$ cat src/rtl/lsu_pkg.sv
// Shared constants and state encoding for the sequential load/store unit.
package lsu_pkg;

    localparam logic [4:0] OP_LOAD  = 5'b00000;
    localparam logic [4:0] OP_STORE = 5'b01000;

    localparam logic [2:0] F3_B  = 3'b000;
    localparam logic [2:0] F3_H  = 3'b001;
    localparam logic [2:0] F3_W  = 3'b010;
    localparam logic [2:0] F3_D  = 3'b011;
    localparam logic [2:0] F3_BU = 3'b100;
    localparam logic [2:0] F3_HU = 3'b101;
    localparam logic [2:0] F3_WU = 3'b110;

    typedef enum logic [1:0] {
        ST_IDLE = 2'd0,
        ST_BUS  = 2'd1,
        ST_RESP = 2'd2
    } lsu_state_e;

endpackage

$ cat src/rtl/lsu_if.sv
// Request/response and data-memory bus signals of the load/store unit.
interface lsu_if #(
    parameter int XLEN = 32
);
    logic              req_valid;
    logic              req_ready;
    logic [4:0]        opcode;
    logic [2:0]        funct3;
    logic [XLEN-1:0]   rs1;
    logic [XLEN-1:0]   rs2;
    logic [XLEN-1:0]   imm;

    logic              mem_req;
    logic              mem_we;
    logic [XLEN-1:0]   mem_addr;
    logic [XLEN/8-1:0] mem_be;
    logic [XLEN-1:0]   mem_wdata;
    logic              mem_ack;
    logic [XLEN-1:0]   mem_rdata;

    logic              resp_valid;
    logic              has_result;
    logic [XLEN-1:0]   result;
    logic              error;

    modport slave (
        input  req_valid, opcode, funct3, rs1, rs2, imm, mem_ack, mem_rdata,
        output req_ready, mem_req, mem_we, mem_addr, mem_be, mem_wdata,
               resp_valid, has_result, result, error
    );

    modport master (
        output req_valid, opcode, funct3, rs1, rs2, imm, mem_ack, mem_rdata,
        input  req_ready, mem_req, mem_we, mem_addr, mem_be, mem_wdata,
               resp_valid, has_result, result, error
    );
endinterface

$ cat src/rtl/lsu_align.sv
// Byte-lane helper: strobes, lane-shifted store data, extended load data,
// misalignment and funct3 legality for one access size/offset.
module lsu_align
    import lsu_pkg::*;
#(
    parameter  int XLEN  = 32,
    localparam int NB    = XLEN / 8,
    localparam int OFF_W = $clog2(NB)
) (
    input  logic [2:0]       funct3,
    input  logic             is_store,
    input  logic [OFF_W-1:0] offset,
    input  logic [XLEN-1:0]  wdata,
    input  logic [XLEN-1:0]  rdata,
    output logic [NB-1:0]    be,
    output logic [XLEN-1:0]  wdata_lane,
    output logic [XLEN-1:0]  rdata_ext,
    output logic             misalign,
    output logic             illegal
);
    logic [NB-1:0]     size_mask;
    logic [OFF_W-1:0]  align_mask;
    logic [XLEN-1:0]   shifted;
    logic signed [7:0]  byte_s;
    logic signed [15:0] half_s;
    logic signed [31:0] word_s;

    assign shifted = rdata >> {offset, 3'b000};
    assign byte_s  = shifted[7:0];
    assign half_s  = shifted[15:0];
    assign word_s  = shifted[31:0];

    always_comb begin
        size_mask  = '0;
        align_mask = '0;
        case (funct3[1:0])
            2'd0: begin size_mask = NB'(1);  align_mask = '0;        end
            2'd1: begin size_mask = NB'(3);  align_mask = OFF_W'(1); end
            2'd2: begin size_mask = NB'(15); align_mask = OFF_W'(3); end
            default: begin size_mask = '1;   align_mask = '1;        end
        endcase
    end

    assign be         = size_mask << offset;
    assign wdata_lane = wdata << {offset, 3'b000};
    assign misalign   = (offset & align_mask) != '0;

    // Unsigned variants exist only for loads; doubles need a 64-bit datapath.
    always_comb begin
        illegal = 1'b1;
        case (funct3)
            F3_B, F3_H, F3_W:    illegal = 1'b0;
            F3_D:                illegal = (XLEN != 64);
            F3_BU, F3_HU, F3_WU: illegal = is_store;
            default:             illegal = 1'b1;
        endcase
    end

    always_comb begin
        rdata_ext = shifted;
        case (funct3[1:0])
            2'd0:    rdata_ext = funct3[2] ? XLEN'(shifted[7:0])  : XLEN'(byte_s);
            2'd1:    rdata_ext = funct3[2] ? XLEN'(shifted[15:0]) : XLEN'(half_s);
            2'd2:    rdata_ext = funct3[2] ? XLEN'(shifted[31:0]) : XLEN'(word_s);
            default: rdata_ext = shifted;
        endcase
    end

endmodule

$ cat src/rtl/lsu_seq.sv
// Multi-cycle load/store unit with a single-outstanding ack-handshake bus.
// Optional bus timeout enabled by defining LSU_TIMEOUT_EN.
module lsu_seq
    import lsu_pkg::*;
#(
    parameter int XLEN           = 32,
    parameter int TIMEOUT_CYCLES = 255
) (
    input logic  clk,
    input logic  rst,
    lsu_if.slave bus
);
    localparam int NB    = XLEN / 8;
    localparam int OFF_W = $clog2(NB);

    lsu_state_e        state_q, state_d;
    logic [XLEN-1:0]   addr_sum;
    logic              is_load, is_store, req_err, accept, timeout_hit;
    logic              req_ready_c, mem_req_c, resp_valid_c;

    logic [2:0]        funct3_q;
    logic [OFF_W-1:0]  offset_q;
    logic              load_q;

    logic [2:0]        al_funct3;
    logic [OFF_W-1:0]  al_offset;
    logic [NB-1:0]     al_be;
    logic [XLEN-1:0]   al_wdata, al_rdata_ext;
    logic              al_misalign, al_illegal;

    logic              mem_we_q;
    logic [XLEN-1:0]   mem_addr_q, mem_wdata_q, result_q;
    logic [NB-1:0]     mem_be_q;
    logic              error_q, has_result_q;

    assign addr_sum = bus.rs1 + bus.imm;
    assign is_load  = (bus.opcode == OP_LOAD);
    assign is_store = (bus.opcode == OP_STORE);
    assign accept   = (state_q == ST_IDLE) && bus.req_valid;

    // One aligner serves both paths: request fields while idle, latched fields once on the bus.
    assign al_funct3 = (state_q == ST_IDLE) ? bus.funct3 : funct3_q;
    assign al_offset = (state_q == ST_IDLE) ? addr_sum[OFF_W-1:0] : offset_q;

    lsu_align #(.XLEN(XLEN)) u_align (
        .funct3     (al_funct3),
        .is_store   (is_store),
        .offset     (al_offset),
        .wdata      (bus.rs2),
        .rdata      (bus.mem_rdata),
        .be         (al_be),
        .wdata_lane (al_wdata),
        .rdata_ext  (al_rdata_ext),
        .misalign   (al_misalign),
        .illegal    (al_illegal)
    );

    assign req_err = !(is_load || is_store) || al_illegal || al_misalign;

`ifdef LSU_TIMEOUT_EN
    localparam int TMO_W = $clog2(TIMEOUT_CYCLES + 1);
    logic [TMO_W-1:0] tmo_cnt_q;

    always_ff @(posedge clk) begin
        if (rst || state_q != ST_BUS) begin
            tmo_cnt_q <= '0;
        end else if (!bus.mem_ack) begin
            tmo_cnt_q <= tmo_cnt_q + TMO_W'(1);
        end
    end

    // Fires on the TIMEOUT_CYCLES-th bus cycle without ack; an ack in that cycle still wins.
    assign timeout_hit = (state_q == ST_BUS) && !bus.mem_ack &&
                         (tmo_cnt_q == TMO_W'(TIMEOUT_CYCLES - 1));
`else
    assign timeout_hit = 1'b0;
`endif

    always_ff @(posedge clk) begin
        if (rst) begin
            state_q <= ST_IDLE;
        end else begin
            state_q <= state_d;
        end
    end

    always_comb begin
        state_d      = state_q;
        req_ready_c  = 1'b0;
        mem_req_c    = 1'b0;
        resp_valid_c = 1'b0;
        unique case (state_q)
            ST_IDLE: begin
                req_ready_c = 1'b1;
                if (bus.req_valid) state_d = req_err ? ST_RESP : ST_BUS;
            end
            ST_BUS: begin
                mem_req_c = 1'b1;
                if (bus.mem_ack || timeout_hit) state_d = ST_RESP;
            end
            ST_RESP: begin
                resp_valid_c = 1'b1;
                state_d      = ST_IDLE;
            end
            default: state_d = ST_IDLE;
        endcase
    end

    // Bus fields load only on a legal accept; response fields load only when entering RESP.
    always_ff @(posedge clk) begin
        if (rst) begin
            funct3_q     <= '0;
            offset_q     <= '0;
            load_q       <= 1'b0;
            mem_we_q     <= 1'b0;
            mem_addr_q   <= '0;
            mem_be_q     <= '0;
            mem_wdata_q  <= '0;
            result_q     <= '0;
            error_q      <= 1'b0;
            has_result_q <= 1'b0;
        end else begin
            if (accept && !req_err) begin
                funct3_q    <= bus.funct3;
                offset_q    <= addr_sum[OFF_W-1:0];
                load_q      <= is_load;
                mem_we_q    <= is_store;
                mem_addr_q  <= addr_sum & ~XLEN'(NB - 1);
                mem_be_q    <= al_be;
                mem_wdata_q <= al_wdata;
            end
            if (accept && req_err) begin
                result_q     <= '0;
                error_q      <= 1'b1;
                has_result_q <= 1'b0;
            end
            if (state_q == ST_BUS && bus.mem_ack) begin
                result_q     <= load_q ? al_rdata_ext : '0;
                error_q      <= 1'b0;
                has_result_q <= load_q;
            end else if (timeout_hit) begin
                result_q     <= '0;
                error_q      <= 1'b1;
                has_result_q <= 1'b0;
            end
        end
    end

    assign bus.req_ready  = req_ready_c;
    assign bus.mem_req    = mem_req_c;
    assign bus.resp_valid = resp_valid_c;
    assign bus.mem_we     = mem_we_q;
    assign bus.mem_addr   = mem_addr_q;
    assign bus.mem_be     = mem_be_q;
    assign bus.mem_wdata  = mem_wdata_q;
    assign bus.result     = result_q;
    assign bus.error      = error_q;
    assign bus.has_result = has_result_q;

endmodule

$ cat src/flat_wrapper.sv
// flat-port wrapper written by rule: the top's interface ports become plain ports
module lsu_seq_flat import lsu_pkg::*;
#(
    parameter int XLEN           = 32,
    parameter int TIMEOUT_CYCLES = 255
)
  (clk, rst, bus_req_valid, bus_opcode, bus_funct3, bus_rs1, bus_rs2, bus_imm, bus_mem_ack, bus_mem_rdata, bus_req_ready, bus_mem_req, bus_mem_we, bus_mem_addr, bus_mem_be, bus_mem_wdata, bus_resp_valid, bus_has_result, bus_result, bus_error);
  lsu_if #(.XLEN(XLEN)) bus_i ();
  input logic clk;
  input logic rst;
  input wire logic [$bits(bus_i.req_valid)-1:0] bus_req_valid;
  input wire logic [$bits(bus_i.opcode)-1:0] bus_opcode;
  input wire logic [$bits(bus_i.funct3)-1:0] bus_funct3;
  input wire logic [$bits(bus_i.rs1)-1:0] bus_rs1;
  input wire logic [$bits(bus_i.rs2)-1:0] bus_rs2;
  input wire logic [$bits(bus_i.imm)-1:0] bus_imm;
  input wire logic [$bits(bus_i.mem_ack)-1:0] bus_mem_ack;
  input wire logic [$bits(bus_i.mem_rdata)-1:0] bus_mem_rdata;
  output wire logic [$bits(bus_i.req_ready)-1:0] bus_req_ready;
  output wire logic [$bits(bus_i.mem_req)-1:0] bus_mem_req;
  output wire logic [$bits(bus_i.mem_we)-1:0] bus_mem_we;
  output wire logic [$bits(bus_i.mem_addr)-1:0] bus_mem_addr;
  output wire logic [$bits(bus_i.mem_be)-1:0] bus_mem_be;
  output wire logic [$bits(bus_i.mem_wdata)-1:0] bus_mem_wdata;
  output wire logic [$bits(bus_i.resp_valid)-1:0] bus_resp_valid;
  output wire logic [$bits(bus_i.has_result)-1:0] bus_has_result;
  output wire logic [$bits(bus_i.result)-1:0] bus_result;
  output wire logic [$bits(bus_i.error)-1:0] bus_error;
  assign bus_i.req_valid = bus_req_valid;
  assign bus_i.opcode = bus_opcode;
  assign bus_i.funct3 = bus_funct3;
  assign bus_i.rs1 = bus_rs1;
  assign bus_i.rs2 = bus_rs2;
  assign bus_i.imm = bus_imm;
  assign bus_i.mem_ack = bus_mem_ack;
  assign bus_i.mem_rdata = bus_mem_rdata;
  assign bus_req_ready = bus_i.req_ready;
  assign bus_mem_req = bus_i.mem_req;
  assign bus_mem_we = bus_i.mem_we;
  assign bus_mem_addr = bus_i.mem_addr;
  assign bus_mem_be = bus_i.mem_be;
  assign bus_mem_wdata = bus_i.mem_wdata;
  assign bus_resp_valid = bus_i.resp_valid;
  assign bus_has_result = bus_i.has_result;
  assign bus_result = bus_i.result;
  assign bus_error = bus_i.error;
  lsu_seq #(.XLEN(XLEN), .TIMEOUT_CYCLES(TIMEOUT_CYCLES)) u_core (.clk(clk), .rst(rst), .bus(bus_i));
endmodule
$ cat config.mk
export PLATFORM = sky130hd
export DESIGN_NAME = lsu_seq_flat
export DESIGN_NICKNAME = d
export VERILOG_FILES = /design/src/rtl/lsu_pkg.sv /design/src/rtl/lsu_if.sv /design/src/rtl/lsu_align.sv /design/src/rtl/lsu_seq.sv /design/src/flat_wrapper.sv
export SDC_FILE = /design/constraint.sdc
export NUM_CORES = 1
export LEC_CHECK = 0
export CELL_PAD_IN_SITES_DETAIL_PLACEMENT = 0
export CELL_PAD_IN_SITES_GLOBAL_PLACEMENT = 1
export CORE_ASPECT_RATIO = 0.6
export CORE_MARGIN = 1.5
export CORE_UTILIZATION = 34
export DETAILED_ROUTE_END_ITERATION = 7
export PLACE_DENSITY = 0.92
export SLEW_MARGIN = 20
export SYNTH_ARGS = -nofsm -noshare
export SYNTH_HDL_FRONTEND = slang
export SYNTH_SLANG_ARGS = --single-unit
$ cat constraint.sdc
create_clock -name clk -period 7.1 [get_ports clk]
set_input_delay 1.42 -clock clk [delete_from_list [all_inputs] [get_ports clk]]
set_output_delay 1.42 -clock clk [all_outputs]
set_load 0.02 [all_outputs]
==> results.md, run 1 <==
- Prior to clock tree synthesis, the placed netlist has a worst setup slack of 1.87 ns.
- The final estimated routing congestion in global placement is 0.862.
- The top-level I/O count is 246.
- The clock latency on the worst-skew pair is 0.35 ns.
- Hold repair after CTS inserted 0 buffers.
- Ranked by instance count, the synthesized netlist is headed by 163 x sky130_fd_sc_hd__nand2_1, 133 x sky130_fd_sc_hd__a21oi_1, 109 x sky130_fd_sc_hd__dfxtp_1.
- The via count is 7,466.
- Of all nets on the critical path, the largest fanout is 66.
- Setup slack closes at 2.26 ns.
- Of the post-synthesis cell area, the dominant cell type holds 32.6%.
- The remaining number of nets flagged by the antenna check after routing is 0.
- The post-synth design cell area is 0.00670 mm^2.
- Entering global routing, the biggest net connects 97 pins.
- The overall power consumption is 1.61 mW.
- The cell with the most instances after synthesis is sky130_fd_sc_hd__nand2_1.
- The TritonCTS sink count is 109.
- The kind of critical path is in -> reg.
- Setup repair after global routing left no endpoint under its margin.
- For this run, design rule violations remaining after detail routing come to 0.
- After legalization and detailed placement, the total HPWL measured 18.2 mm.
- In the post-synthesis netlist, the biggest area contributors are sky130_fd_sc_hd__dfxtp_1 33%, sky130_fd_sc_hd__a21oi_1 9.9%, sky130_fd_sc_hd__nand2_1 9.1%, sky130_fd_sc_hd__ha_1 5.8%, sky130_fd_sc_hd__nor2_1 3.6%.
- The pre-antenna-repair detailed-routing pass consisted of 5 iterations.
- In this run the mean area of a mapped cell was 7.51 um^2.
- TritonCTS created 9 clock buffers.
- Setup total negative slack on the finished layout was measured at 0 ns.
- The maximum VDD drop is 0.000128 V.
- The total of cells resized after clock tree synthesis is 0.
- STA puts the critical path data required time at 7.36 ns.
- The relative slew slack is 27.8%.
- The die area is 0.0206 mm^2.
- At the pin with the least slew margin, the transition time is 1.08 ns.
- The number of pins with negative max-slew slack in the final report is 0.
- The final count of hold timing violations came to 0.
- The global routing usage summed across all routing layers is 22.8%.
- The layout net count is 1,264.
- The kind of capture point of the worst setup path is a register.
- Port buffering added 243 buffers.
- The fmax is 207 MHz.
- The share of cells above drive strength 1 is 5.29%.
- The final number of setup-violating endpoints is 0.
- The cell family contributing the most delay on the critical path is simple AND/OR/NAND/NOR gates.
- The area growth from synthesis to layout is 43.1%.
- The number of buffers and inverters on the critical path is 2.
- The H-tree level count is 3.
- The final clock period utilization by the worst path is 68.2%.
- The initial antenna violation count was 1.
- The synthesized design contains 0 enable-type register cells.
- Synthesis instantiated 63 different standard cells from the library.
- Of all flip-flops after synthesis, the portion carrying an async set or reset was 0%.
- The root buffer cell chosen for the clock tree is sky130_fd_sc_hd__clkbuf_16.
- The maximum number of buffers from clock root to sink is 2.
- Traced cell by cell, the critical path runs through clkdlybuf4s50_1 > ha_1 > fa_1 > or4_1 > o31ai_2 > o21ai_2 > a211o_2 > buf_4 > or4_1 > a31oi_1.
- The number of antenna diodes in the final layout is 0.
- The number of global-route vias before repair was 6,609.
- The die boundary height is 112 um.
- Summed over all instances, the cell type with the most area after synthesis is sky130_fd_sc_hd__dfxtp_1.
- The static power due to leakage is 3.40 nW.
- The largest individual stage delay along the critical path comes from the cell sky130_fd_sc_hd__or4_1.
- After synthesis the netlist holds a flip-flop and latch count of 109.
- Sequential cells were found to cover 32.6% of the synthesized design area.
- The post-route clock skew is 0.0118 ns.
- The effective utilization at floorplan is 34.9%.
- The row count is 39.
- In this design, the critical path's most frequently occurring cell is sky130_fd_sc_hd__or4_1.
- In the synthesized netlist the dominant register cell turns out to be sky130_fd_sc_hd__dfxtp_1.
- The region available for standard cell placement spans 0.0192 mm^2.
- Across the run, the number of max-cap violations was 0.
- In this run the power density over the cells is 168 mW/mm^2.
- From left edge to right edge, the die measures 184 um.
- The overflow left after global routing is 0.
- Once the clock tree was built, the setup fixing pass inserted 0 buffers.
- The run finished with clean final reports.
- The final design utilization is 50.0%.
- The largest stage delay on the critical path is 0.58 ns.
- The worst hold slack is 0.451 ns.
- Using the TritonRoute via totals, the vias-per-cell ratio works out to 5.48.
- The aggregate routed wire length is 24.3 mm.
- The number of synthesis warnings is 0.
- The time the worst path needs with I/O delays and setup is 4.84 ns.
- TritonCTS built the clock tree.
- Clock-pin slew was measured on the worst setup and hold paths at 0.08 ns.
- The post-synthesis cell count is 892.
- The worst hold path belongs to the class reg -> reg.
- The first global-routing pass estimated 37.0 mm of wire.
- The average wire per cell in the routed design is 17.8 um.
- The detailed router finished its first iteration with 717 violations.
- The critical path startpoint category is a primary input.
- The arrival time of data at the critical path endpoint is 5.10 ns.
[layer usage]
layer / track usage, % / wire length, um / up-vias
li1: - / - / 3619
met1: 36.1 / 12200 / 3477
met2: 31.2 / 9590 / 350
met3: 5.00 / 2260 / 18
met4: 4.04 / 228 / 2
met5: 0 / 12 / -
[layout make-up]
class                   count  area, um^2
clock buffers              10         239
clock inverters             6        51.3
fillers                  1836        9590
inverters                  12        45.0
multi-input cells         709        4230
flip-flops and latches    109        2180
well taps                 266         333
repair buffers            251        2500
[cell usage in the layout, fill, tap and decap left out, drive strengths merged, types with 5 or more instances in the layout]
| master | synthesis | layout |
|---|---|---|
| nand4 | 13 | 13 |
| nor4 | 5 | 5 |
| nand3 | 38 | 38 |
| and2 | 5 | 5 |
| o21ai | 35 | 35 |
| or3 | 13 | 13 |
| o31ai | 8 | 8 |
| xor2 | 13 | 13 |
| dfxtp | 109 | 109 |
| nor2 | 64 | 64 |
| a211oi | 20 | 20 |
| nand2 | 163 | 163 |
| or4 | 6 | 6 |
| a22oi | 26 | 26 |
| nor3 | 17 | 17 |
| a21oi | 133 | 133 |
| o211ai | 6 | 6 |
| inv | 12 | 16 |
| a31oi | 14 | 14 |
| a21o | 8 | 8 |
| buf | 29 | 9 |
| xnor2 | 7 | 7 |
| clkbuf | 34 | 10 |
| ha | 31 | 31 |
| nand3b | 5 | 5 |
| o2bb2ai | 5 | 5 |
| mux2 | 17 | 17 |
| clkdlybuf4s50 | 0 | 242 |
| mux2i | 12 | 12 |
[state kept, by name, indices dropped and copies added, names as in the netlist]
name / cells
u_core.bus.has_result: 1
u_core.offset_q: 2
u_core.state_q: 2
u_core.bus.mem_be: 4
u_core.bus.result: 32
u_core.bus.mem_wdata: 32
u_core.bus.mem_we: 1
u_core.bus.error: 1
u_core.bus.mem_addr: 30
u_core.funct3_q: 3
u_core.load_q: 1
[worst paths after layout]
check / from / endpoint / slack [ns] / cells past startpoint
setup / recovery: bus_imm[0] / u_core.bus.mem_addr[26]$_SDFFE_PP0P_ / 2.26 / 10
hold / removal: u_core.bus.mem_wdata[12]$_SDFFE_PP0P_ / u_core.bus.mem_wdata[12]$_SDFFE_PP0P_ / 0.45 / 2
setup reg to reg: u_core.state_q[1]$_SDFFE_PP0P_ / u_core.bus.mem_addr[26]$_SDFFE_PP0P_ / 3.30 / 8
hold reg to reg: u_core.bus.mem_wdata[12]$_SDFFE_PP0P_ / u_core.bus.mem_wdata[12]$_SDFFE_PP0P_ / 0.45 / 2
[power breakdown]
part	switching, mW	internal, mW	total (mW)
registers	0.00397	0.616	0.620
logic	0.271	0.200	0.471
clock network	0.260	0.255	0.515
total	0.535	1.07	1.61
[stage by stage]
step / cell area (um^2) / cells
floorplan: 6700 / 893
global placement: 9290 / 1347
detailed placement: 9290 / 1347
CTS: 9580 / 1363
global route: 9590 / 1363
finish: 9590 / 1363
[kinds of logic after synthesis]
| kind of cell | share of synthesized area (%) |
|---|---|
| other | 0.0560 |
| flip-flops | 32.6 |
| multiplexers | 4.76 |
| XOR/XNOR | 2.61 |
| AND/OR/NAND/NOR | 23.6 |
| AO/OA/AOI/OAI | 25.4 |
| adder cells (fa/ha/maj) | 6.09 |
| buffers and inverters | 4.87 |
[worst register-to-register path, cell delays in order (launching register included)]
cell and delay (ns):
sky130_fd_sc_hd__dfxtp_1 0.38, sky130_fd_sc_hd__or2_4 0.30, sky130_fd_sc_hd__inv_2 0.30, sky130_fd_sc_hd__mux2i_1 0.86, sky130_fd_sc_hd__o21ai_2 0.24, sky130_fd_sc_hd__a211o_2 0.50, sky130_fd_sc_hd__buf_4 0.37, sky130_fd_sc_hd__or4_1 0.60
sky130_fd_sc_hd__a31oi_1 0.18
Note: power is estimated with default switching activity, not from simulation.
==> inputs of run 2 (changes only) <==
Settings changed: CORE_UTILIZATION 34 to 29, PLACE_DENSITY 0.92 to 0.84.
Clock period 7.1 ns to 4.4 ns, I/O delays scaled along.
==> run 2 against run 1 <==
Net effect:
- die area is 17% higher
- clock-buffer cell count is 1 lower
- worst hold slack better by 0.0021 ns
- first-iteration DRC count is 21% lower
- clock skew is 0.00090 ns lower
- final cell count is 4.0% higher
- sequential share of layout area is 0.35 points lower
- setup slack worse by 1.7 ns
- final area is 1.6% higher
- core utilization is 6.4 points lower
- largest cell class unchanged
==> results.md, run 2 (synthesis gave the netlist of run 1 again) <==
- Derived from the worst setup path, the maximum achievable clock frequency is 261 MHz.
- The slowest stage cell on the critical path is sky130_fd_sc_hd__fa_1.
- The die boundary height is 121 um.
- The depth of the most critical reg-to-reg path is 7.
- The relative slew slack is 49.5%.
- Max-cap violations in this run came to 0.
- The total power divided by cell area is 266 mW/mm^2.
- TritonCTS built the clock tree.
- Once placement completed, the tool counted placed cells totaling 1,401.
- By startpoint and endpoint, the worst setup path is classified as in -> reg.
- Counting both buffers and inverters, the worst setup path holds a total of 1.
- The library cells used most frequently in the layout, excluding fill and tap cells, are 242 x sky130_fd_sc_hd__clkdlybuf4s50_1, 163 x sky130_fd_sc_hd__nand2_1, 133 x sky130_fd_sc_hd__a21oi_1.
- Buffers inserted to repair hold after CTS numbered 0.
- The die covers 0.0241 mm^2.
- The peak fanout along the critical path is 11.
- The count of filler cells inserted in the layout is 2,285.
- Adding up every negative setup slack in the final design gives 0 ns.
- In the routed design, unresolved DRC markers number 0.
- The worst register-to-register path ends at u_core.bus.result[14]$_SDFFE_PP0P_.
- Global routing used 20.7% of the available tracks across all layers.
- The die is 199 um wide.
- Of the cells placed in the final design, the portion with a size suffix greater than 1 is 6.31%.
- The core area is 0.0223 mm^2.
- For the pin with the worst max-slew slack, the measured transition is 0.742 ns.
- The number of global-route vias before repair is 6,854.
- Summing all multi-input logic gate instances after layout gives 0.00422 mm^2.
- The depth of the critical timing path with buffers and inverters included is 10.
- The maximum VDD drop is 0.000156 V.
- The post-DP HPWL is 19.6 mm.
- The detail route stage leaves a number of antenna-violating nets equal to 0.
- The largest single stage delay on the critical path is 0.61 ns.
- The final cell count without fillers is 1,417.
- Gates resized during post-CTS repair numbered 0.
- The area growth from synthesis to layout is 45.3%.
- Before antenna repair, the detailed router went through 5 iterations.
- Setup violations remaining at the end of the flow were counted as 0.
- The vias per cell is 5.24.
- The critical path's top delay family is simple AND/OR/NAND/NOR gates.
- The critical path startpoint category is a primary input.
- The type of the tightest min-delay check is reg -> reg.
- The number of buffers added on ports is 243.
- The clock latency on the worst-skew pair is 0.36 ns.
- The row count is 42.
- The via count is 7,432.
- In this run, the number of DRC markers left after iteration 0 of detailed routing was 570.
- The initial utilization of the core area, before any placement, comes to 30.0%.
- The worst path uses 87.2% of the clock period.
- Entering global routing, the biggest net connects 60 pins.
- Global routing finished with a remaining overflow of 0.
- The number of antenna diodes in the final layout is 0.
- The static power due to leakage is 3.46 nW.
- Buffers inserted during clock tree synthesis total 9.
- The run finished with clean final reports.
- The maximum number of buffers from clock root to sink is 2.
- The aggregate routed wire length is 25.5 mm.
- The cell sitting at the root of the clock tree is a sky130_fd_sc_hd__clkbuf_16.
- The area occupied by registers is 0.00218 mm^2.
- The critical path required time is 4.68 ns.
- For flop-to-flop paths, the worst setup slack is 1.47 ns.
- Buffers added to address setup during post-CTS repair amount to 0.
- The worst reg2reg path startpoint is u_core.state_q[1]$_SDFFE_PP0P_.
- The register clock-pin slew on the reported worst setup and hold paths is 0.08 ns.
- The final estimated routing congestion in global placement is 0.891.
- The number of pins with negative max-slew slack in the final report is 0.
- Following the worst setup path forward leads to its endpoint at u_core.bus.result[25]$_SDFFE_PP0P_.
- Data arrives at the worst endpoint at 4.11 ns.
- The TritonCTS sink count is 109.
- In the final routed layout, each cell accounts on average for 18.0 um.
- The library cell used most frequently in the layout, excluding fill and tap cells, is sky130_fd_sc_hd__clkdlybuf4s50_1.
- The final count of hold timing violations is 0.
- The post-route clock skew is 0.0109 ns.
- The critical path starts at bus_imm[0].
- Setup repair after global routing left no endpoint under its margin.
- The kind of capture point of the worst setup path is a register.
- The H-tree level count is 3.
- The first global-routing pass estimated 38.8 mm of wire.
- The initial antenna violation count was 2.
- Traced cell by cell, the critical path runs through clkdlybuf4s50_1 > ha_1 > fa_1 > or3b_1 > a21bo_2 > and2_1 > or3_1 > a31oi_1 > nand3_1 > a21oi_1.
- The tightest hold path in the finished design has a slack of 0.454 ns.
- The layout net count is 1,276.
- The clock period could shrink to 3.84 ns.
- In this run the count of I/O pins placed on the die edge is 246.
[run 2: cell count changes in the layout (fill, tap and decap cells not counted), sizes merged]
cell / change
buf: +12
clkinv: +1
clkbuf: -1
[run 2: how the worst min path moves through the flow]
| stage | startpoint | endpoint | slack (ns) | cells past startpoint |
|---|---|---|---|---|
| floorplan | u_core.funct3_q[2]$_SDFFE_PP0P_ | u_core.funct3_q[2]$_SDFFE_PP0P_ | 0.43 | 2 |
| global placement | u_core.bus.mem_addr[15]$_SDFFE_PP0P_ | u_core.bus.mem_addr[15]$_SDFFE_PP0P_ | 0.44 | 2 |
| detailed placement | u_core.bus.mem_wdata[3]$_SDFFE_PP0P_ | u_core.bus.mem_wdata[3]$_SDFFE_PP0P_ | 0.44 | 2 |
| CTS | u_core.bus.mem_wdata[3]$_SDFFE_PP0P_ | u_core.bus.mem_wdata[3]$_SDFFE_PP0P_ | 0.45 | 2 |
| global route | u_core.bus.mem_addr[15]$_SDFFE_PP0P_ | u_core.bus.mem_addr[15]$_SDFFE_PP0P_ | 0.47 | 2 |
| finish | u_core.bus.mem_wdata[3]$_SDFFE_PP0P_ | u_core.bus.mem_wdata[3]$_SDFFE_PP0P_ | 0.45 | 2 |
[run 2: layout make-up]
type | instances | share of cell area (%)
Multi-Input combinational cell | 709 | 43.4
Inverter | 12 | 0.463
Sequential cell | 109 | 22.4
Clock buffer | 9 | 2.31
Clock inverter | 7 | 0.578
Tap cell | 308 | 3.96
Timing Repair Buffer | 263 | 26.9
[run 2: worst reg2reg max path: cells and delay by family (launching register included)]
family	cells	cell delay (ns)
buf+inv	1	0.28
compound gates	2	0.36
mux	2	1.16
simple gates	2	0.68
flops	1	0.37
[run 2: where the power goes]
part           switching [mW]  internal [mW]  leakage, nW
clock                   0.418          0.395        0.142
combinational           0.444          0.336         2.44
sequential            0.00647          0.994        0.879
[run 2: layer usage]
metal / vias to the layer above / wire length, um / GRT usage [%]
met4: 2 / 143 / 3.08
met1: 3484 / 12800 / 31.8
met3: 15 / 2360 / 5.50
met5: - / 12 / 0
li1: 3640 / - / -
met2: 291 / 10100 / 28.6
[run 2: through the flow]
stage / utilization, % / power (mW) / setup slack [ns] / area (um^2)
after CTS: 43.6 / 2.61 / 0.599 / 9740
final: 43.6 / 2.59 / 0.565 / 9740
after global placement: 42.3 / 1.79 / 0.271 / 9450
after detailed placement: 42.3 / 1.79 / 0.231 / 9450
after global routing: 43.6 / 2.73 / 0.352 / 9740
after floorplan: - / 1.48 / 1.01 / 6700
